File: config.mk
export PLATFORM = sky130hd
export DESIGN_NAME = uart_xcvr
export DESIGN_NICKNAME = d
export VERILOG_FILES = /design/src/rtl/uart_pkg.sv /design/src/rtl/uart_bit_timer.sv /design/src/rtl/uart_xcvr.sv
export SDC_FILE = /design/constraint.sdc
export NUM_CORES = 1
export LEC_CHECK = 0
export CAP_MARGIN = 20
export CORE_MARGIN = 2
export CORE_UTILIZATION = 57
export CTS_CLUSTER_DIAMETER = 30
export DETAILED_ROUTE_END_ITERATION = 7
export PLACE_DENSITY = 0.79
export SYNTH_ARGS = -nofsm -noshare
export SYNTH_HDL_FRONTEND = slang
export SYNTH_SLANG_ARGS = --single-unit
File: constraint.sdc
create_clock -name clk -period 1.9 [get_ports clk]
set_input_delay 0.38 -clock clk [delete_from_list [all_inputs] [get_ports clk]]
set_output_delay 0.38 -clock clk [all_outputs]
set_load 0.05 [all_outputs]
File: src/rtl/uart_pkg.sv
// Shared definitions for the UART transceiver: parity modes, FSM state types
// and the parity helper used by both the transmitter and the receiver.
package uart_pkg;

    localparam int PAR_NONE = 0;
    localparam int PAR_ODD  = 1;
    localparam int PAR_EVEN = 2;

    typedef enum logic [2:0] {
        T_IDLE,
        T_START,
        T_DATA,
        T_PARITY,
        T_STOP
    } tx_state_t;

    typedef enum logic [2:0] {
        R_IDLE,
        R_START,
        R_DATA,
        R_PARITY,
        R_STOP
    } rx_state_t;

    // Payload is zero-extended to 9 bits; padding zeros leave the XOR unchanged.
    function automatic logic parity_bit(input logic [8:0] data, input int mode);
        case (mode)
            PAR_ODD:  return ~^data;
            PAR_EVEN: return ^data;
            default:  return 1'b0;
        endcase
    endfunction

endpackage

File: src/rtl/uart_bit_timer.sv
// Bit-period timer: counts while run is high and pulses tick once per bit
// period, or once per half period while half is high.
module uart_bit_timer #(
    parameter int CLK_DIV = 434
) (
    input  logic clk,
    input  logic reset,
    input  logic run,
    input  logic half,
    output logic tick
);

    localparam int CNT_W = $clog2(CLK_DIV);
    localparam logic [CNT_W-1:0] FULL_TERM = CNT_W'(CLK_DIV - 1);
    localparam logic [CNT_W-1:0] HALF_TERM = CNT_W'(CLK_DIV / 2 - 1);

    logic [CNT_W-1:0] cnt;

    assign tick = run && (cnt == (half ? HALF_TERM : FULL_TERM));

    // NOTE: sequential state uses non-blocking <= so every flop sees pre-edge values.
    always_ff @(posedge clk) begin
        if (reset || !run || tick) begin
            cnt <= '0;
        end else begin
            cnt <= cnt + 1'b1;
        end
    end

endmodule

File: src/rtl/uart_xcvr.sv
// uart_xcvr: full-duplex UART with configurable data width, parity and stop bits.
// Optional macro UART_BREAK_DET_EN adds rx_break and suppresses break frames.
module uart_xcvr
    import uart_pkg::*;
#(
    parameter int CLK_DIV   = 434,
    parameter int DATA_BITS = 8,
    parameter int PARITY    = PAR_NONE,
    parameter int STOP_BITS = 1
) (
    input  logic                 clk,
    input  logic                 reset,
    input  logic                 rx_in,
    output logic                 rx_data_valid,
    output logic [DATA_BITS-1:0] rx_data,
    output logic                 rx_frame_err,
    output logic                 rx_parity_err,
    input  logic                 tx_data_valid,
    input  logic [DATA_BITS-1:0] tx_data,
    output logic                 tx_ready,
    output logic                 tx_out
`ifdef UART_BREAK_DET_EN
    ,
    output logic                 rx_break
`endif
);

    localparam int BC_W = $clog2(DATA_BITS + 1);
    localparam logic [BC_W-1:0] LAST_DATA = BC_W'(DATA_BITS - 1);
    localparam logic [BC_W-1:0] LAST_STOP = BC_W'(STOP_BITS - 1);
    localparam bit HAS_PAR = (PARITY != PAR_NONE);

    // ---------------- transmitter ----------------
    tx_state_t            tx_state, tx_next;
    logic [DATA_BITS-1:0] tx_shreg;
    logic                 tx_par;
    logic [BC_W-1:0]      tx_bit_cnt;
    logic                 tx_tick;

    uart_bit_timer #(.CLK_DIV(CLK_DIV)) u_tx_timer (
        .clk   (clk),
        .reset (reset),
        .run   (tx_state != T_IDLE),
        .half  (1'b0),
        .tick  (tx_tick)
    );

    always_ff @(posedge clk) begin
        if (reset) tx_state <= T_IDLE;
        else       tx_state <= tx_next;
    end

    // NOTE: every always_comb output gets a default first, so no latch is inferred.
    always_comb begin
        tx_next = tx_state;
        case (tx_state)
            T_IDLE:   if (tx_data_valid) tx_next = T_START;
            T_START:  if (tx_tick) tx_next = T_DATA;
            T_DATA:   if (tx_tick && tx_bit_cnt == LAST_DATA) tx_next = HAS_PAR ? T_PARITY : T_STOP;
            T_PARITY: if (tx_tick) tx_next = T_STOP;
            T_STOP:   if (tx_tick && tx_bit_cnt == LAST_STOP) tx_next = T_IDLE;
            default:  tx_next = T_IDLE;
        endcase
    end

    always_comb begin
        tx_ready = (tx_state == T_IDLE);
        case (tx_state)
            T_START:  tx_out = 1'b0;
            T_DATA:   tx_out = tx_shreg[0];
            T_PARITY: tx_out = tx_par;
            default:  tx_out = 1'b1;
        endcase
    end

    // The bit counter indexes data bits, then is reused to count stop bits.
    always_ff @(posedge clk) begin
        if (reset) begin
            tx_shreg   <= '0;
            tx_par     <= 1'b0;
            tx_bit_cnt <= '0;
        end else begin
            case (tx_state)
                T_IDLE: if (tx_data_valid) begin
                    tx_shreg   <= tx_data;
                    tx_par     <= parity_bit(9'(tx_data), PARITY);
                    tx_bit_cnt <= '0;
                end
                T_DATA: if (tx_tick) begin
                    tx_shreg   <= tx_shreg >> 1;
                    tx_bit_cnt <= (tx_bit_cnt == LAST_DATA) ? '0 : tx_bit_cnt + 1'b1;
                end
                T_STOP: if (tx_tick) tx_bit_cnt <= tx_bit_cnt + 1'b1;
                default: ;
            endcase
        end
    end

    // ---------------- receiver ----------------
    rx_state_t            rx_state, rx_next;
    logic                 rx_meta, rx_s;
    logic [DATA_BITS-1:0] rx_shreg;
    logic                 rx_par_s;
    logic [BC_W-1:0]      rx_bit_cnt;
    logic                 rx_tick;
    logic                 rx_done;
    logic                 rx_brk_hold;
    logic                 rx_brk_frame;

    // Synchroniser flops reset to the idle-high line level to avoid a false start.
    always_ff @(posedge clk) begin
        if (reset) begin
            rx_meta <= 1'b1;
            rx_s    <= 1'b1;
        end else begin
            rx_meta <= rx_in;
            rx_s    <= rx_meta;
        end
    end

    uart_bit_timer #(.CLK_DIV(CLK_DIV)) u_rx_timer (
        .clk   (clk),
        .reset (reset),
        .run   (rx_state != R_IDLE),
        .half  (rx_state == R_START),
        .tick  (rx_tick)
    );

    always_ff @(posedge clk) begin
        if (reset) rx_state <= R_IDLE;
        else       rx_state <= rx_next;
    end

    always_comb begin
        rx_next = rx_state;
        case (rx_state)
            R_IDLE:   if (!rx_s && !rx_brk_hold) rx_next = R_START;
            R_START:  if (rx_tick) rx_next = rx_s ? R_IDLE : R_DATA;
            R_DATA:   if (rx_tick && rx_bit_cnt == LAST_DATA) rx_next = HAS_PAR ? R_PARITY : R_STOP;
            R_PARITY: if (rx_tick) rx_next = R_STOP;
            R_STOP:   if (rx_tick) rx_next = R_IDLE;
            default:  rx_next = R_IDLE;
        endcase
    end

    always_comb begin
        rx_done = (rx_state == R_STOP) && rx_tick;
    end

`ifdef UART_BREAK_DET_EN
    logic rx_is_break;
    assign rx_is_break  = (rx_shreg == '0) && !(HAS_PAR && rx_par_s) && !rx_s;
    assign rx_brk_frame = rx_done && rx_is_break;

    // After a break the line must return high before another start is accepted.
    always_ff @(posedge clk) begin
        if (reset) begin
            rx_break    <= 1'b0;
            rx_brk_hold <= 1'b0;
        end else begin
            rx_break <= rx_brk_frame;
            if (rx_brk_frame) rx_brk_hold <= 1'b1;
            else if (rx_s)    rx_brk_hold <= 1'b0;
        end
    end
`else
    assign rx_brk_hold  = 1'b0;
    assign rx_brk_frame = 1'b0;
`endif

    // NOTE: the payload and status registers are reset too, so rx_data reads 0 after reset.
    always_ff @(posedge clk) begin
        if (reset) begin
            rx_shreg      <= '0;
            rx_par_s      <= 1'b0;
            rx_bit_cnt    <= '0;
            rx_data_valid <= 1'b0;
            rx_data       <= '0;
            rx_frame_err  <= 1'b0;
            rx_parity_err <= 1'b0;
        end else begin
            rx_data_valid <= 1'b0;
            case (rx_state)
                R_START:  if (rx_tick) rx_bit_cnt <= '0;
                R_DATA:   if (rx_tick) begin
                    rx_shreg   <= {rx_s, rx_shreg[DATA_BITS-1:1]};
                    rx_bit_cnt <= rx_bit_cnt + 1'b1;
                end
                R_PARITY: if (rx_tick) rx_par_s <= rx_s;
                default: ;
            endcase
            if (rx_done && !rx_brk_frame) begin
                rx_data_valid <= 1'b1;
                rx_data       <= rx_shreg;
                rx_frame_err  <= !rx_s;
                rx_parity_err <= HAS_PAR && (rx_par_s != parity_bit(9'(rx_shreg), PARITY));
            end
        end
    end

endmodule

==> results of run 1 <==
-- cells in the mapped netlist, types with 2 or more instances --
cell	n
and4bb_1	2
nand2b_1	4
buf_2	3
a31oi_1	3
dfxtp_1	60
mux2i_1	23
inv_1	11
a21oi_1	15
nand2_1	32
or3_1	11
xnor2_1	9
xor2_1	6
nand4_1	3
o21ai_0	15
or2_2	3
nor3_1	6
nand3_1	16
a22oi_1	2
nor2_1	33
and4bb_2	2
clkbuf_1	9
a211oi_1	2
or4_1	3
o22ai_1	2
buf_4	4
ha_1	6
o32ai_1	2
nor2b_1	3
nor3b_1	2
-- where the power goes --
group          internal [mW]  leakage (nW)  total, mW  switching (mW)
logic                 0.0827         0.721      0.183          0.0998
registers               1.28         0.486       1.29          0.0159
clock network          0.773         0.116       1.28           0.505
total                   2.13          1.32       2.75           0.621
-- layout by cell type, fill, tap and decap left out, types with 9 or more instances in the layout --
cell type	instances
dfxtp_1	60
nor2_1	33
nand2_1	32
mux2i_1	23
buf_4	20
clkdlybuf4s50_1	18
nand3_1	16
a21oi_1	15
o21ai_0	14
inv_1	11
or3_1	11
clkbuf_8	10
xnor2_1	9
-- layout make-up --
class | count | area, um^2
multi-input combinational | 229 | 1530
inverter | 11 | 41.3
timing repair buffer | 43 | 408
tap | 67 | 83.8
fill | 370 | 1270
sequential | 60 | 1200
clock buffer | 10 | 138
clock inverter | 6 | 87.6
-- worst max-delay path by stage --
stage | start | to | slack [ns]
3_5_place_dp | tx_data_valid | tx_shreg[6] | -0.17
6_report | rx_data[5] | rx_data[5] | 0.05
5_1_grt | rx_data[5] | rx_data[5] | 0.0002
3_3_place_gp | tx_data_valid | tx_shreg[3] | -0.1
4_1_cts | rx_data[7] | rx_data[7] | 0.02
2_1_floorplan | tx_state[2] | u_tx_timer.cnt[2] | 0.07
-- stage by stage --
stage                     power, mW  hold WS (ns)
after floorplan                1.43         0.389
after global placement         1.49         0.394
after detailed placement       1.50         0.398
after CTS                      2.78         0.415
after global routing           2.86         0.427
final                          2.75         0.411
-- sequential cells by signal, summed over array words and instances (netlist names) --
register        count
rx_data             8
rx_data_valid       1
rx_meta             1
rx_state            3
rx_frame_err        1
tx_state            3
tx_shreg            8
tx_bit_cnt          4
rx_bit_cnt          4
u_rx_timer.cnt      9
rx_s                1
rx_shreg            8
u_tx_timer.cnt      9
-- metal layers --
layer / track usage / share of wire / vias to the layer above
met3: 0.0488 / 0.046 / 4
met2: 0.365 / 0.48 / 57
met1: 0.303 / 0.47 / 1092
li1: - / - / 1190
met5: 0 / 0 / -
met4: 0.101 / 0.0085 / 0
-- timing repair --
| item | 4_1_cts | 5_1_grt |
|---|---|---|
| endpoints found under the setup margin | 8 | 8 |
| resized for setup | 1 | 6 |
| cloned | 0 | 0 |
-- kinds of logic (layout without fill, tap and decap cells) --
| kind of cell | after synthesis | count (layout) | synth area share |
|---|---|---|---|
| fa+ha+maj | 6 | 6 | 0.0265 |
| xor+xnor | 15 | 15 | 0.0464 |
| simple gates | 130 | 130 | 0.248 |
| other cells | 1 | 1 | 0.00132 |
| flops | 60 | 60 | 0.424 |
| buf+inv | 28 | 70 | 0.0464 |
| mux | 24 | 24 | 0.0866 |
| compound gates | 53 | 53 | 0.120 |
==> metrics.txt, run 1 <==
Chip Width=74.5 um; Final Instance Area=0.00349 mm^2; maxcap violations=0; CP startpoint kind=flop; min-delay src=rx_meta; DR DRC count=0; critical-path cell list=clkdlybuf4s50_1; CP arrival=1.47 ns; CTS max path bufs=2; relative max-transition margin=0.664; max-slew violations=0; final cell count without fillers=approximately 430; post-synthesis cell area=0.00283 mm^2; worst r2r dst=tx_bit_cnt[0]; CP Class=flop to primary output; DR WL/cell=13.3 um; ant diodes=0; vias in the first global route=approximately 2200; Post-synth EDFFs=0; Gate Count Post-Synth=317; HP Class=flop to flop; vias per cell=5.50; DP HPWL=between 3 and 4 mm; syn_area_per_cell=between 8 and 9 um^2; post-CTS setup buffer count=0; crit end category=primary output; CP Max Fanout=2; f_max=539 MHz; run status=finished, final reports clean; Placer Congestion=about 0.90; CP bufs+invs=1; final number of setup-violating endpoints=0; max incr delay on CP=roughly 0.80 ns; Worst Reg-to-Reg Cells=6; Port Buf Inserts=23; RSZ-0062 raised after global routing=false; CTS tree=yes; post-synth net total=335; Clock Skew=0.0105 ns; post-synth top area share=0.424; hold path endpoint=rx_s; Hold Path Cell Cnt=1; Place WS=-0.166 ns; Detailed Route Iter0 Violations=231; worst slew pin tran=0.502 ns; minimum clock period=1.85 ns; cell family with most CP delay=buffers and inverters; total iterations of the first detailed-routing run=4; Unique masters post-synth=54; area grow syn2layout=23.2%; Root Buffer=clkbuf_8; die footprint=0.00555 mm^2; PD cells=between 700 and 800 mW/mm^2; Reg2Reg Setup Slack=0.14 ns; worst path required time=1.52 ns; Ports=25; Hold Vio Cnt, Final=0; synth top area cells=dfxtp_1, mux2i_1, nor2_1; maximum resistive drop on vdd=548 uV; Vias=2343; initial core utilization=0.595; #FFs+latches synth=60; CP max-delay cell=clkdlybuf4s50_1; Rows=25; final worst slack=roughly 0.046 ns; Final nets=372; Post-DP Area=~0.0032 mm^2; first-pass GRT wire length=9.89 mm; htree depth=3; register area share after synthesis=0.424; Clk Latency, worst-skew pair=0.34 ns; clock sink count=60; core box area=0.00475 mm^2; post-layout util=0.733; dpl cells=410; Clk pin slew, worst setup/hold paths=around 0.07 ns; Leakage=1.32 nW; Primary FF master, synth=dfxtp_1; largest net degree at the start of global routing=22; Tcrit/Tclk final=0.976; antenna violations before repair=0; Routed WL=5.66 mm; Die Span Y=74.5 um; final global-route overflow total=0; WP depth=1; setup TNS=0 ns; Yosys warning total=0; Hold Buf Count CTS=0; gr usage total=0.230; RR Startpoint=u_tx_timer.cnt[0]; fraction of layout instances using a drive strength above 1=0.142; final antenna-violating net count=0; Async S/R FF share, synth=0; post-synth top area cell=dfxtp_1; Num CTS Buffers=9
Power figures use the tool's default switching activity.
==> run 2, diff against run 1 <==
CORE_UTILIZATION = 60   (was 57)
PLACE_DENSITY = 0.82   (was 0.79)
SYNTH_HIERARCHICAL = 1   (was not set)
clock period = 2.4 ns   (was 1.9 ns; I/O delays follow)
==> metrics.txt, run 2 <==
run status=finished, final reports clean; post-synthesis compound-gate area fraction=0.150; Reg area=~0.0012 mm^2; clock sink count=60; Ports=25; Placer Congestion=0.884; Clock Skew=0.0119 ns; Leakage=roughly 1.2 nW; #FFs+latches synth=60; mux share of post-synthesis cell area=0.0392; syn_area_per_cell=8.99 um^2; final global-route overflow total=0; Chip Width=73.2 um; maxcap violations=0; vias in the first global route=2079; HP Class=flop to flop; DR DRC count=0; area grow syn2layout=18.8%; f_max=about 470 MHz; post-layout util=0.731; most frequent cells in the layout=dfxtp_1, nor2_1, nand2_1; Die Span Y=73.2 um; vias per cell=5.47; XOR/XNOR Fraction of Synth Area=0.0458; register area share after synthesis=0.419; antenna violations before repair=0; worst path required time=2.62 ns; Final nets=around 370; CP arrival=around 2.4 ns; Reg2Reg Setup Slack=0.27 ns; Routed WL=5.11 mm; Clock power frac=0.462; RR Startpoint=rx_state[0]; P_sw=531 uW; Reg power frac=0.443; Gate Count Post-Synth=between 300 and 400; CP Class=flop to flop; Hold Vio Cnt, Final=0; area occupied by multi-input gates=0.00152 mm^2; synth top area cells=dfxtp_1, nor2_1, nand2_1; htree depth=3; CP endpoint=rx_bit_cnt[2]; Rows=25; initial core utilization=0.616; max-slew violations=0; worst slew pin tran=0.498 ns; Port Buf Inserts=23; Async S/R FF share, synth=0; Worst Setup SP=rx_state[0]; fraction of layout instances using a drive strength above 1=0.150; gr usage total=0.214; CTS tree=yes; worst r2r dst=rx_bit_cnt[2]; relative max-transition margin=0.668; Vias=2225; post-synth top area cell=dfxtp_1; count leader, synth=dfxtp_1; post-synth top area share=0.419; Regs by FF count=u_rx_timer/cnt x9, u_tx_timer/cnt x9; first-pass GRT wire length=8.87 mm; DR WL/cell=12.5 um; Unique masters post-synth=between 50 and 60; Post-synth EDFFs=0; setup TNS=0 ns; Num CTS Buffers=9; Tcrit/Tclk final=0.888; Detailed Route Iter0 Violations=115; final number of setup-violating endpoints=0; CP Max Fanout=6; Synth Area in Adders=0.0218; Worst Reg-to-Reg Cells=9; DP HPWL=3.52 mm; final worst slack=0.269 ns; total iterations of the first detailed-routing run=4; PD cells=685 mW/mm^2; minimum clock period=2.13 ns; Clk pin slew, worst setup/hold paths=0.07 ns; Place WS=around 0.14 ns; Primary FF master, synth=dfxtp_1; maximum resistive drop on vdd=430 uV; core box area=0.00466 mm^2; FILL cells=350; RSZ-0062 raised after global routing=false; internal power=around 1.8 mW; most common cell after layout, fill and taps aside=dfxtp_1; WHS=0.425 ns; CTS max path bufs=2; final antenna-violating net count=0; main combinational cell family by area after synthesis=simple AND/OR/NAND/NOR gates; Clk Latency, worst-skew pair=0.34 ns; Yosys warning total=6; combinational share of power=0.095; ant diodes=0; post-CTS setup buffer count=0; crit end category=flop; post-synthesis cell area=around 0.0029 mm^2; Synth top cells by count=dfxtp_1, nor2_1, nand2_1; simple-gate share of the synthesized area=0.266; Root Buffer=clkbuf_8; largest net degree at the start of global routing=26; Net Sw Frac=0.227; die footprint=0.00535 mm^2; CP startpoint kind=flop
==> run 2: critical path, stage by stage (launching register included) <==
cell     delay [ns]
dfxtp_1        0.40
nor3b_1        0.25
nor2b_1        0.19
a22oi_2        0.12
nor3_1         0.28
buf_4          0.20
nor2b_1        0.18
nand2_1        0.13
o21ai_0        0.19
a21oi_1        0.08
==> run 2: final cells by class <==
cell class,instances,area share
clock buffers,9,0.0364
clock inverters,7,0.0338
inverters,10,0.0110
multi-input cells,231,0.447
flip-flops and latches,60,0.353
well taps,54,0.0198
repair buffers,36,0.0999
==> run 2: what timing repair did <==
| item | in CTS | in global routing |
|---|---|---|
| resized for setup | 0 | 3 |
| hold buffers | 0 | 0 |
| endpoints found under the hold margin | 0 | 0 |
| setup endpoints to repair | 0 | 18 |
==> run 2: through the flow <==
stage	area [um^2]	std cells	power, mW
floorplan	2880	321	1.22
global placement	3160	391	1.27
detailed placement	3160	391	1.28
CTS	3390	407	2.36
global route	3410	407	2.42
finish	3410	407	2.33
==> run 2: kinds of logic (layout without fill, tap and decap cells) <==
logic type / Yosys count / after routing
AOI/OAI and AO/OA: 53 / 53
other: 1 / 3
and+or+nand+nor: 145 / 145
buffers and inverters: 30 / 62
xor gates and xnor gates: 15 / 15
muxes: 10 / 10
DFF: 60 / 60
adders and majority gates: 5 / 5
==> run 2: worst min path at each step <==
stage / to / startpoint / slack (ns) / cells past startpoint
6_report: rx_s / rx_meta / 0.43 / 1
3_5_place_dp: rx_s / rx_meta / 0.41 / 1
2_1_floorplan: rx_s / rx_meta / 0.39 / 1
5_1_grt: rx_s / rx_meta / 0.44 / 1
3_3_place_gp: rx_s / rx_meta / 0.40 / 1
4_1_cts: rx_s / rx_meta / 0.43 / 1
==> run 2: power by group through the flow <==
stage	clock [mW]	sequential, mW	combinational, mW
2_1_floorplan	0	1.05	0.168
3_3_place_gp	0	1.06	0.215
3_5_place_dp	0	1.06	0.221
4_1_cts	1.10	1.04	0.223
5_1_grt	1.14	1.04	0.242
6_report	1.08	1.04	0.222
==> run 2: routing by layer <==
metal / up-vias / global-route usage / routed length [um]
met2: 42 / 0.346 / 2380
met3: 9 / 0.0456 / 211
met1: 1023 / 0.258 / 2400
met5: - / 0 / 0
met4: 0 / 0.132 / 115
li1: 1151 / - / -
==> run 3, diff against run 2 <==
--- a/constraint.sdc
+++ b/constraint.sdc
@@ -3,2 +3,2 @@
 set_output_delay 0.48 -clock clk [all_outputs]
-set_load 0.05 [all_outputs]
+set_load 0.005 [all_outputs]
==> metrics.txt, run 3 (synthesis gave the netlist of run 2 again) <==
DR WL/cell=~13 um; first-pass GRT wire length=8.60 mm; Placer Congestion=0.870; run status=finished, final reports clean; DP HPWL=3.57 mm; final number of setup-violating endpoints=0; CP Class=flop to primary output; die footprint=0.00535 mm^2; CP arrival=1.74 ns; final antenna-violating net count=0; ant diodes=0; max-slew violations=0; Tcrit/Tclk final=0.926; most frequent cells in the layout=dfxtp_1, nor2_1, nand2_1; CP Max Fanout=3; setup TNS=0 ns; Clock Skew=about 0.0084 ns; PD cells=590 mW/mm^2; CP bufs+invs=2; met3 Track Usage GR=0.0511; cell family with most CP delay=buffers and inverters; htree depth=3; maxcap violations=0; vias per cell=5.49; clock sink count=60; GR Util met1=0.256; GR Util met2=0.327; total iterations of the first detailed-routing run=4; Chip Width=73.2 um; Root Buffer=clkbuf_8; Vias=2229; Place WS=0.114 ns; CTS resizes=0; Rows=25; CP max-delay cell=or3_2; GR peak layer=met2; final global-route overflow total=0; minimum clock period=between 2 and 2.5 ns; max incr delay on CP=roughly 0.54 ns; Leakage=1.14 nW; area grow syn2layout=15.0%; antenna violations before repair=0; Ports=25; Detailed Route Iter0 Violations=approximately 120; Routed WL=5.08 mm; Hold Buf Count CTS=0; CTS max path bufs=2; largest net degree at the start of global routing=26; worst path required time=1.92 ns; gr usage total=0.210; Port Buf Inserts=23; vias in the first global route=around 2000; final worst slack=between 0.15 and 0.2 ns; Regs by FF count=u_rx_timer/cnt x9, u_tx_timer/cnt x9; Clk pin slew, worst setup/hold paths=0.06 ns; maximum resistive drop on vdd=~340 uV; most common cell after layout, fill and taps aside=dfxtp_1; critical-path cell list=or3_2, inv_1, clkdlybuf4s50_1; core box area=0.00466 mm^2; CP startpoint kind=flop; HP Class=flop to flop; fraction of layout instances using a drive strength above 1=0.134; DR DRC count=0; initial core utilization=0.616; crit end category=primary output; CTS tree=yes; Clk Latency, worst-skew pair=0.34 ns; Final nets=around 370; post-CTS setup buffer count=0; Num CTS Buffers=9; RSZ-0062 raised after global routing=false; Overall Power=1.95 mW; Die Span Y=73.2 um; f_max=450 MHz; Hold Vio Cnt, Final=0
run 3: per-layer routing:
metal / share of wire / routed length, um / up-vias
li1: - / - / 1157
met5: 0 / 0 / -
met3: 0.032 / 162 / 12
met4: 0.022 / 112 / 0
met1: 0.47 / 2390 / 1026
met2: 0.48 / 2420 / 34
run 3: worst paths after layout:
check                                 start     endpoint  slack [ns]  cells past startpoint
worst max-delay path            tx_state[2]     tx_ready        0.18                      3
worst min-delay path                rx_meta         rx_s        0.41                      1
worst max register to register  tx_state[2]  tx_state[1]        0.28                      7
worst min register to register      rx_meta         rx_s        0.41                      1
run 3: final cells by class:
| cell class | count | area, um^2 |
|---|---|---|
| Inverter | 10 | 37.5 |
| Multi-Input combinational cell | 231 | 1520 |
| Fill cell | 366 | 1360 |
| Clock inverter | 3 | 15.0 |
| Timing Repair Buffer | 36 | 328 |
| Clock buffer | 12 | 135 |
| Tap cell | 54 | 67.6 |
| Sequential cell | 60 | 1200 |
run 3: power by group:
part           leakage, nW  switching, mW  internal (mW)
sequential           0.486         0.0138           1.02
clock               0.0800          0.358          0.364
combinational        0.573         0.0983         0.0931
total                 1.14          0.470           1.48
run 3: through the flow:
step                utilization  hold WS [ns]  cells  cell area (um^2)
finish                    0.708         0.409    406              3300
global route              0.708         0.433    406              3300
floorplan                     -         0.389    321              2880
detailed placement        0.675         0.395    391              3150
CTS                       0.707         0.410    406              3300
global placement          0.675         0.395    391              3150
